--- src/rtl/fetch_pkg.sv ---
// Shared types and constants for the instruction fetch unit.
package fetch_pkg;

    localparam int unsigned PC_W = 16;
    localparam logic [15:0] NOP_INSTR = 16'h0800;
    localparam logic [4:0] HALT_OPCODE = 5'b00000;

    typedef enum logic [1:0] {
        StFetch,
        StWait,
        StHold,
        StHalted
    } fetch_state_e;

    function automatic logic is_halt(input logic [15:0] instr);
        return instr[15:11] == HALT_OPCODE;
    endfunction

endpackage

--- src/rtl/fetch_if.sv ---
// Instruction-memory read port: single request/response handshake.
interface fetch_if;
    import fetch_pkg::*;

    logic            imem_req;
    logic [PC_W-1:0] imem_addr;
    logic            imem_done;
    logic [15:0]     imem_rdata;

    modport master (output imem_req, output imem_addr, input imem_done, input imem_rdata);
    modport slave  (input imem_req, input imem_addr, output imem_done, output imem_rdata);

endinterface

--- src/rtl/fetch_skid.sv ---
// One-entry holding buffer for an instruction that returned while decode was stalled.
module fetch_skid
    import fetch_pkg::*;
(
    input  logic            clk_i,
    input  logic            rst_ni,
    input  logic            load_i,
    input  logic            clear_i,
    input  logic [15:0]     instr_i,
    input  logic [PC_W-1:0] pc_i,
    output logic            valid_o,
    output logic [15:0]     instr_o,
    output logic [PC_W-1:0] pc_o
);

    logic            valid_q;
    logic [15:0]     instr_q;
    logic [PC_W-1:0] pc_q;

    always_ff @(posedge clk_i) begin
        if (!rst_ni) begin
            valid_q <= 1'b0;
            instr_q <= '0;
            pc_q    <= '0;
        end else if (clear_i) begin
            valid_q <= 1'b0;
        end else if (load_i) begin
            valid_q <= 1'b1;
            instr_q <= instr_i;
            pc_q    <= pc_i;
        end
    end

    assign valid_o = valid_q;
    assign instr_o = instr_q;
    assign pc_o    = pc_q;

endmodule

--- src/rtl/fetch_unit.sv ---
// Instruction fetch stage: one outstanding imem read, stall skid, redirect and HALT handling.
// Optional FETCH_ALIGN_CHECK_EN: an odd redirect target halts instead of being realigned.
module fetch_unit
    import fetch_pkg::*;
#(
    parameter logic [PC_W-1:0] RESET_PC = 16'h0000
) (
    input  logic            clk,
    input  logic            rst,
    input  logic            stall_in,
    input  logic            redirect_in,
    input  logic [PC_W-1:0] redirect_pc_in,
    fetch_if.master         imem,
    output logic [PC_W-1:0] pc_out,
    output logic [PC_W-1:0] pc_plus2_out,
    output logic [15:0]     instr_out,
    output logic            halt_out,
    output logic            bubble_out
);

    fetch_state_e    state_q, state_d;
    logic [PC_W-1:0] pc_q, pc_d;
    logic            drop_q, drop_d;
    logic [15:0]     last_instr_q, last_instr_d;
    logic [PC_W-1:0] last_pc_q, last_pc_d;
    logic            last_bubble_q, last_bubble_d;

    logic            req, present, skid_load, skid_clear;
    logic [15:0]     pres_instr;
    logic [PC_W-1:0] pres_pc;
    logic            skid_valid;
    logic [15:0]     skid_instr;
    logic [PC_W-1:0] skid_pc;
    logic [PC_W-1:0] target;
    logic            misalign;
    logic            in_flight;

`ifdef FETCH_ALIGN_CHECK_EN
    assign target   = redirect_pc_in;
    assign misalign = redirect_pc_in[0];
`else
    assign target   = redirect_pc_in & ~PC_W'(1);
    assign misalign = 1'b0;
`endif

    // A request is still owed a response after this cycle; its data must be dropped.
    assign in_flight = ((state_q == StWait) || drop_q) && !imem.imem_done;

    fetch_skid u_skid (
        .clk_i   (clk),
        .rst_ni  (rst),
        .load_i  (skid_load),
        .clear_i (skid_clear),
        .instr_i (imem.imem_rdata),
        .pc_i    (pc_q),
        .valid_o (skid_valid),
        .instr_o (skid_instr),
        .pc_o    (skid_pc)
    );

    always_comb begin
        state_d       = state_q;
        pc_d          = pc_q;
        drop_d        = drop_q;
        last_instr_d  = last_instr_q;
        last_pc_d     = last_pc_q;
        last_bubble_d = last_bubble_q;
        req           = 1'b0;
        present       = 1'b0;
        skid_load     = 1'b0;
        skid_clear    = 1'b0;
        pres_instr    = NOP_INSTR;
        pres_pc       = pc_q;

        case (state_q)
            StFetch: begin
                req     = 1'b1;
                state_d = StWait;
            end
            StWait: begin
                if (imem.imem_done) begin
                    if (drop_q) begin
                        drop_d  = 1'b0;
                        state_d = StFetch;
                    end else if (stall_in) begin
                        skid_load = 1'b1;
                        state_d   = StHold;
                    end else begin
                        present    = 1'b1;
                        pres_instr = imem.imem_rdata;
                    end
                end
            end
            StHold: begin
                if (!stall_in && skid_valid) begin
                    present    = 1'b1;
                    pres_instr = skid_instr;
                    pres_pc    = skid_pc;
                    skid_clear = 1'b1;
                end
            end
            StHalted: begin
                if (imem.imem_done) drop_d = 1'b0;
            end
            default: state_d = StFetch;
        endcase

        if (present) begin
            pc_d          = pres_pc + PC_W'(2);
            last_instr_d  = pres_instr;
            last_pc_d     = pres_pc;
            last_bubble_d = 1'b0;
            state_d       = is_halt(pres_instr) ? StHalted : StFetch;
        end

        // Redirect beats stall and memory response; nothing is presented this cycle.
        if (redirect_in) begin
            req           = 1'b0;
            present       = 1'b0;
            skid_load     = 1'b0;
            skid_clear    = 1'b1;
            pc_d          = target;
            drop_d        = in_flight;
            last_instr_d  = last_instr_q;
            last_pc_d     = last_pc_q;
            last_bubble_d = last_bubble_q;
            if (misalign) begin
                state_d       = StHalted;
                last_instr_d  = NOP_INSTR;
                last_pc_d     = target;
                last_bubble_d = 1'b1;
            end else begin
                state_d = in_flight ? StWait : StFetch;
            end
        end
    end

    always_ff @(posedge clk) begin
        if (!rst) begin
            state_q       <= StFetch;
            pc_q          <= RESET_PC;
            drop_q        <= 1'b0;
            last_instr_q  <= NOP_INSTR;
            last_pc_q     <= RESET_PC;
            last_bubble_q <= 1'b1;
        end else begin
            state_q       <= state_d;
            pc_q          <= pc_d;
            drop_q        <= drop_d;
            last_instr_q  <= last_instr_d;
            last_pc_q     <= last_pc_d;
            last_bubble_q <= last_bubble_d;
        end
    end

    always_comb begin
        instr_out  = NOP_INSTR;
        pc_out     = pc_q;
        halt_out   = 1'b0;
        bubble_out = 1'b1;
        if (present) begin
            instr_out  = pres_instr;
            pc_out     = pres_pc;
            halt_out   = is_halt(pres_instr);
            bubble_out = 1'b0;
        end else if (state_q == StHalted) begin
            instr_out  = last_instr_q;
            pc_out     = last_pc_q;
            halt_out   = 1'b1;
            bubble_out = last_bubble_q;
        end
    end

    assign pc_plus2_out   = pc_out + PC_W'(2);
    assign imem.imem_req  = req && rst;
    assign imem.imem_addr = pc_q;

endmodule
--- src/flat_wrapper.sv ---
// flat-port wrapper written by rule: the top's interface ports become plain ports
module fetch_unit_flat import fetch_pkg::*;
#(
    parameter logic [PC_W-1:0] RESET_PC = 16'h0000
)
  (clk, rst, stall_in, redirect_in, redirect_pc_in, pc_out, pc_plus2_out, instr_out, halt_out, bubble_out, imem_imem_req, imem_imem_addr, imem_imem_done, imem_imem_rdata);
  fetch_if imem_i ();
  input  logic clk;
  input  logic rst;
  input  logic stall_in;
  input  logic redirect_in;
  input  logic [PC_W-1:0] redirect_pc_in;
  output logic [PC_W-1:0] pc_out;
  output logic [PC_W-1:0] pc_plus2_out;
  output logic [15:0] instr_out;
  output logic halt_out;
  output logic bubble_out;
  output wire logic [$bits(imem_i.imem_req)-1:0] imem_imem_req;
  output wire logic [$bits(imem_i.imem_addr)-1:0] imem_imem_addr;
  input wire logic [$bits(imem_i.imem_done)-1:0] imem_imem_done;
  input wire logic [$bits(imem_i.imem_rdata)-1:0] imem_imem_rdata;
  assign imem_imem_req = imem_i.imem_req;
  assign imem_imem_addr = imem_i.imem_addr;
  assign imem_i.imem_done = imem_imem_done;
  assign imem_i.imem_rdata = imem_imem_rdata;
  fetch_unit #(.RESET_PC(RESET_PC)) u_core (.clk(clk), .rst(rst), .stall_in(stall_in), .redirect_in(redirect_in), .redirect_pc_in(redirect_pc_in), .imem(imem_i), .pc_out(pc_out), .pc_plus2_out(pc_plus2_out), .instr_out(instr_out), .halt_out(halt_out), .bubble_out(bubble_out));
endmodule
--- config.mk ---
export PLATFORM = sky130hd
export DESIGN_NAME = fetch_unit_flat
export DESIGN_NICKNAME = d
export VERILOG_FILES = /design/src/rtl/fetch_pkg.sv /design/src/rtl/fetch_if.sv /design/src/rtl/fetch_skid.sv /design/src/rtl/fetch_unit.sv /design/src/flat_wrapper.sv
export SDC_FILE = /design/constraint.sdc
export NUM_CORES = 1
export LEC_CHECK = 0
export ABC_AREA = 1
export BUFFER_PORTS_ARGS = -buffer_cell sky130_fd_sc_hd__buf_2
export CAP_MARGIN = 10
export CORE_ASPECT_RATIO = 1.5
export CORE_UTILIZATION = 45
export DETAILED_ROUTE_END_ITERATION = 8
export MAX_ROUTING_LAYER = met4
export PLACE_DENSITY = 0.67
export SLEW_MARGIN = 30
export SYNTH_ARGS = -nofsm -noshare
export SYNTH_HDL_FRONTEND = slang
export SYNTH_SLANG_ARGS = --single-unit
--- constraint.sdc ---
create_clock -name clk -period 4.2 [get_ports clk]
set_input_delay 0.84 -clock clk [delete_from_list [all_inputs] [get_ports clk]]
set_output_delay 0.84 -clock clk [all_outputs]
set_load 0.01 [all_outputs]
==> impl_metrics.tcl, run 1 <==
set metrics [dict create \
    total_power_uw 1870 \
    grt_pass1_wl_mm 24.3 \
    route.detailed.drc 0 \
    maxCapViolations 0 \
    final_common_cell "nand2_1" \
    final.period_utilization 0.910 \
    synth_nets 846 \
    crit_buf_inv 4 \
    path_max_fanout 15 \
    cts_buffer_depth 2 \
    slowest_stage "dfxtp_1" \
    hpwl_mm 10.7 \
    antenna_cells 0 \
    worstPathCellList "inv_1 > ha_1 > inv_2 > nor2_8 > nand2_4 > nand2_4 > nand3_4 > inv_2 > nand2_1 > nand2_1 > nand2_1 > nor2_1 > nand2_1 > xor2_1 > buf_2" \
    drtAntennaViolNets 0 \
    min_path_type "flip-flop to flip-flop" \
    powerDensity_mw_per_mm2 311 \
    rsz0062_at_grt "false" \
    port_buffers 102 \
    cts.clk_slew.worst_paths_ps 60 \
    p_leak_uw 0.00282 \
    setup_viol 0 \
    finalMaxSlewViolations 0 \
    grt_max_degree 67 \
    root_buffer "clkbuf_16" \
    drive_above_1_share 0.214 \
    worst_slew_pin_slew_ps 943 \
    syn2layout_area_growth_pct 16.9 \
    cts_max_level 3 \
    relSlewSlack 0.371 \
    drt_first_iter_violations 260 \
    gp_congestion 0.878 \
    nNetsFinal 931 \
    pin_count 104 \
    numCtsBuffers 9 \
    die_y_um 133 \
    cpMostUsedCell "nand2_1" \
    ys_seq_elements 85 \
    globalRouteOverflowTotal 0 \
    outcome "complete, no violations" \
    tns_ps 0 \
    track_usage 0.275 \
    cp-start-kind "flip-flop" \
    critPathArrivalTime_ps 2980 \
    crit_path_end_kind "primary output" \
    wl_per_cell_um 14.5 \
    synth-seq-area-share 0.330 \
    syn_area_mm2 0.00515 \
    crit_type "flip-flop to primary output" \
    post_cts_buffers 0 \
    crit_family "simple AND/OR/NAND/NOR gates" \
    cts.sinks 85 \
    die-area_mm2 0.0119 \
    slowest_delay_ps 330 \
    core-area_mm2 0.0111 \
    viasPerCell 5.23 \
    drt_wl_total_mm 15.1 \
    vias 5445 \
    netlist_instances 804 \
    fin_worst_skew_ps 8.24 \
    fin_crit_ps 3820 \
    tritoncts "done" \
    hold_viol 0 \
    ys_warn_count 0 \
    antenna_found_initial 0 \
    layout_common_cells "nand2_1 (233), buf_2 (102), nor2_1 (85), dfxtp_1 (85), o21ai_0 (66)" \
    initial_core_util 0.463 \
    die_w_um 89.3 \
    rows 47 \
    fmax_mhz 262 \
    clk_latency_ps 350 \
    cp_data_required_time_ps 3360 \
    dr.pass1.iters 5 \
    ys_types 41 \
    syn_avg_cell_area_um2 6.41 \
    vdd_drop_max_mv 0.248 \
    grt_pass1_vias 4974 \
]
==> logic make-up after synthesis <==
kind of cell / synth area share
and+or+nand+nor: 0.366
AOI/OAI and AO/OA: 0.182
buffers and inverters: 0.100
DFF: 0.330
adders and majority gates: 0.0121
xor gates and xnor gates: 0.00680
muxes: 0.00194
==> path summary, 6_finish.rpt <==
check	endpoint	cells after the start	slack, ps	start
min	u_core.last_bubble_q$_SDFFE_PN1P_	2	450	u_core.last_bubble_q$_SDFFE_PN1P_
max	pc_plus2_out[8]	15	380	u_core.state_q[1]$_SDFFE_PN0P_
max reg2reg	u_core.imem.imem_addr[15]$_SDFFE_PN0P_	15	1460	u_core.state_q[0]$_SDFFE_PN0P_
min reg2reg	u_core.last_bubble_q$_SDFFE_PN1P_	2	450	u_core.last_bubble_q$_SDFFE_PN1P_
==> power by group <==
| group | switching [uW] | internal (uW) | leakage, uW |
|---|---|---|---|
| sequential | 16.8 | 827 | 0.000689 |
| combinational | 192 | 103 | 0.00200 |
| clock | 335 | 400 | 0.000132 |
==> final cells by class <==
class / instances / area (um2)
fillers: 1207 / 5100
clock inverters: 6 / 40.0
repair buffers: 118 / 643
flip-flops and latches: 85 / 1700
clock buffers: 10 / 229
inverters: 75 / 282
multi-input cells: 600 / 2940
well taps: 147 / 184
==> tightest hold or removal path, cell delays in order (launching register included) <==
cell and delay [ps]:
dfxtp_1 320, nand2_1 50, nand2_1 50
==> sequential cells by signal, summed over array words and instances (netlist names) <==
register,flops
u_core.imem.imem_addr,16
u_core.last_instr_q,16
u_core.last_pc_q,16
u_core.u_skid.instr_o,16
u_core.u_skid.pc_o,16
u_core.state_q,2
u_core.drop_q,1
u_core.last_bubble_q,1
u_core.u_skid.valid_o,1
==> through the flow <==
stage,hold slack (ps),cells,instance area (um2),worst slack [ps],util
CTS,453,1041,6020,262,0.541
finish,450,1041,6020,376,0.541
detailed placement,437,1025,5750,387,0.517
floorplan,414,804,5150,1010,-
global placement,423,1025,5750,424,0.517
global route,471,1041,6020,113,0.541
==> routing by layer <==
metal,wire (um),share of wire,vias to the layer above,GRT usage
met5,0,0,-,-
met4,372,0.025,0,0.0988
met3,736,0.049,27,0.0356
met2,7840,0.52,155,0.485
met1,6120,0.41,2481,0.310
li1,-,-,2782,-
==> synth_stat cells (all sizes together) <==
cell,instances,area (um2)
nand2,248,978
nand4,12,81.3
xor2,3,26.3
mux2i,1,10.0
clkbuf,24,90.1
nor3,4,20.0
xnor2,1,8.76
dfxtp,85,1700
o31ai,2,15.0
o21ai,77,412
a31oi,3,18.8
clkinv,2,7.51
nor2,96,422
inv,73,274
o21bai,1,7.51
a21oi,56,284
o32ai,1,8.76
or2,11,68.8
buf,20,145
ha,5,62.6
nand3,57,315
a211oi,7,52.6
a32o,11,110
o211ai,4,30.0
==> what timing repair did <==
| item | in CTS | in global routing |
|---|---|---|
| endpoints found under the hold margin | 0 | 0 |
| hold buffers | 0 | 0 |
| setup endpoints to repair | 0 | 3 |
| gates resized for setup | 0 | 1 |
Note: power is estimated with default switching activity, not from simulation.
==> run 2, diff against run 1 <==
--- a/config.mk
+++ b/config.mk
@@ -10,9 +10,11 @@
 export CAP_MARGIN = 10
 export CORE_ASPECT_RATIO = 1.5
 export CORE_UTILIZATION = 45
+export CTS_BUF_LIST = sky130_fd_sc_hd__clkbuf_8
 export DETAILED_ROUTE_END_ITERATION = 8
 export MAX_ROUTING_LAYER = met4
 export PLACE_DENSITY = 0.67
+export SETUP_SLACK_MARGIN = 0.3
 export SLEW_MARGIN = 30
 export SYNTH_ARGS = -nofsm -noshare
 export SYNTH_HDL_FRONTEND = slang
==> run 2 against run 1 <==
- power decreased by 11%
- clock-buffer cell count decreased by 1
- setup slack improved by 97 ps
- hold slack improved by 5.9 ps
- clock power decreased by 29%
- wire length increased by 1.6%
- sequential power about the same
- cell count increased by 0.48%
- via count increased by 0.20%
- die area unchanged
- first-iteration DRC count increased by 12%
- critical path type is now input port to primary output
- critical endpoint is now pc_plus2_out[14]
- largest power group unchanged
==> impl_metrics.tcl, run 2 (synthesis results as in run 1) <==
set metrics [dict create \
    outcome "complete, no violations" \
    crit_buf_inv 5 \
    die-area_mm2 0.0119 \
    fin_crit_ps 3730 \
    finalMaxSlewViolations 0 \
    globalRouteOverflowTotal 0 \
    path_max_fanout 33 \
    ff2ff_path_depth 15 \
    drtAntennaViolNets 0 \
    post-place-ws_ps 387 \
    setup_viol 0 \
    drive_above_1_share 0.221 \
    dr.pass1.iters 4 \
    syn2layout_area_growth_pct 16.9 \
    crit_type "input port to primary output" \
    clk_latency_ps 370 \
    fin_worst_skew_ps 11.7 \
    nFillCells 1206 \
    wl_per_cell_um 14.6 \
    cpMostUsedCell "nand2_1" \
    critPathArrivalTime_ps 2890 \
    hpwl_mm 10.7 \
    rsz0062_at_grt "false" \
    drt_wl_total_mm 15.3 \
    antenna_found_initial 0 \
    cts_buffer_depth 2 \
    port_buffers 102 \
    cts.sinks 85 \
    route.detailed.drc 0 \
    worstPathCellList "buf_2 > inv_2 > nand3_4 > nand2_4 > nand3_4 > buf_16 > nand2_1 > o21ai_4 > inv_2 > nand3_1 > nor2_4 > nand2_1 > nand2_1 > nand2_1 > buf_2" \
    pin_count 104 \
    relSlewSlack 0.385 \
    gp_congestion 0.878 \
    hold_end "u_core.last_bubble_q$_SDFFE_PN1P_" \
    r2r_slack_ps 1510 \
    grt_pass1_vias 4956 \
    whs_path_depth 2 \
    antenna_cells 0 \
    final.period_utilization 0.887 \
    viasPerCell 5.22 \
    hold_start "u_core.last_bubble_q$_SDFFE_PN1P_" \
    vias 5456 \
    track_usage 0.273 \
    cp-start-kind "input port" \
    hold_viol 0 \
    r2r-start "u_core.state_q[0]$_SDFFE_PN0P_" \
    layout_common_cells "nand2_1 (232), buf_2 (102), dfxtp_1 (85)" \
    tritoncts "done" \
    p_leak_uw 0.00281 \
    rows 47 \
    powerDensity_mw_per_mm2 278 \
    crit_family "simple AND/OR/NAND/NOR gates" \
    core-area_mm2 0.0111 \
    grt_max_degree 67 \
    maxCapViolations 0 \
    cp_data_required_time_ps 3360 \
    grt_pass1_wl_mm 24.1 \
    drt_first_iter_violations 292 \
    finalWorstSetupSlack_ps 473 \
    final_common_cell "nand2_1" \
    total_power_uw 1670 \
    nNetsFinal 936 \
    tns_ps 0 \
    die_w_um 89.3 \
    vdd_drop_max_mv 0.177 \
    numCtsBuffers 9 \
    r2r-end "u_core.imem.imem_addr[15]$_SDFFE_PN0P_" \
    cts_max_level 3 \
    root_buffer "clkbuf_8" \
    fmax_mhz 268 \
    worst_slew_pin_slew_ps 922 \
    slowest_stage "nand3_4" \
    min_path_type "flip-flop to flip-flop" \
    cts.clk_slew.worst_paths_ps 90 \
    die_y_um 133 \
    slowest_delay_ps 220 \
    initial_core_util 0.463 \
    crit_path_end_kind "primary output" \
]
[run 2: what timing repair did]
item / CTS / global route
resized for setup: 1 / 11
pin swaps: 0 / 3
setup endpoints to repair: 6 / 12
hold buffers: 0 / 0
endpoints found under the hold margin: 0 / 0
cloned: 0 / 1
buffers inserted: 0 / 4
[run 2: worst register-to-register path: stages (launching register included)]
cell and delay, ps:
dfxtp_1 340, inv_1 120, ha_4 230, nand3_4 230
buf_4 290, o21ai_2 280, ha_1 200, inv_1 50
nor2_1 160, nand3_2 150, nor2_2 240, nand2_1 80
nand2_1 60, nand2_1 40, nor2_1 90, nor2_1 40
[run 2: cell type report]
cell class / count / area (um2) / share of cell area
Tap cell: 147 / 184 / 0.0306
Sequential cell: 85 / 1700 / 0.283
Timing Repair Buffer: 123 / 706 / 0.117
Multi-Input combinational cell: 600 / 2970 / 0.494
Clock inverter: 7 / 43.8 / 0.00727
Inverter: 75 / 287 / 0.0476
Clock buffer: 9 / 124 / 0.0206
[run 2: worst max path at each step]
stage,endpoint,slack [ps],startpoint,cells after the start
CTS,pc_plus2_out[8],310,u_core.state_q[1]$_SDFFE_PN0P_,15
finish,pc_plus2_out[14],470,stall_in,15
global placement,pc_plus2_out[8],420,stall_in,13
detailed placement,pc_plus2_out[8],390,stall_in,13
floorplan,pc_plus2_out[0],1010,redirect_in,10
global route,pc_plus2_out[14],290,u_core.state_q[1]$_SDFFE_PN0P_,17
[run 2: power breakdown]
| part | switching [uW] | internal (uW) | leakage [uW] |
|---|---|---|---|
| registers | 17.0 | 826 | 0.000689 |
| logic | 196 | 111 | 0.00203 |
| clock network | 312 | 211 | 0.0000901 |
[run 2: per-layer routing]
layer | track usage | up-vias | part of all wire
met2 | 0.479 | 143 | 0.53
met5 | - | - | 0
met3 | 0.0368 | 26 | 0.040
met4 | 0.105 | 0 | 0.025
li1 | - | 2791 | -
met1 | 0.307 | 2496 | 0.41
[run 2: per-stage QoR]
step / hold WS, ps / utilization / cell area [um2] / instances
6_report: 456 / 0.542 / 6020 / 1046
5_1_grt: 476 / 0.542 / 6020 / 1046
4_1_cts: 458 / 0.532 / 5920 / 1041
3_5_place_dp: 437 / 0.517 / 5750 / 1025
3_3_place_gp: 423 / 0.517 / 5750 / 1025
2_1_floorplan: 414 / - / 5150 / 804
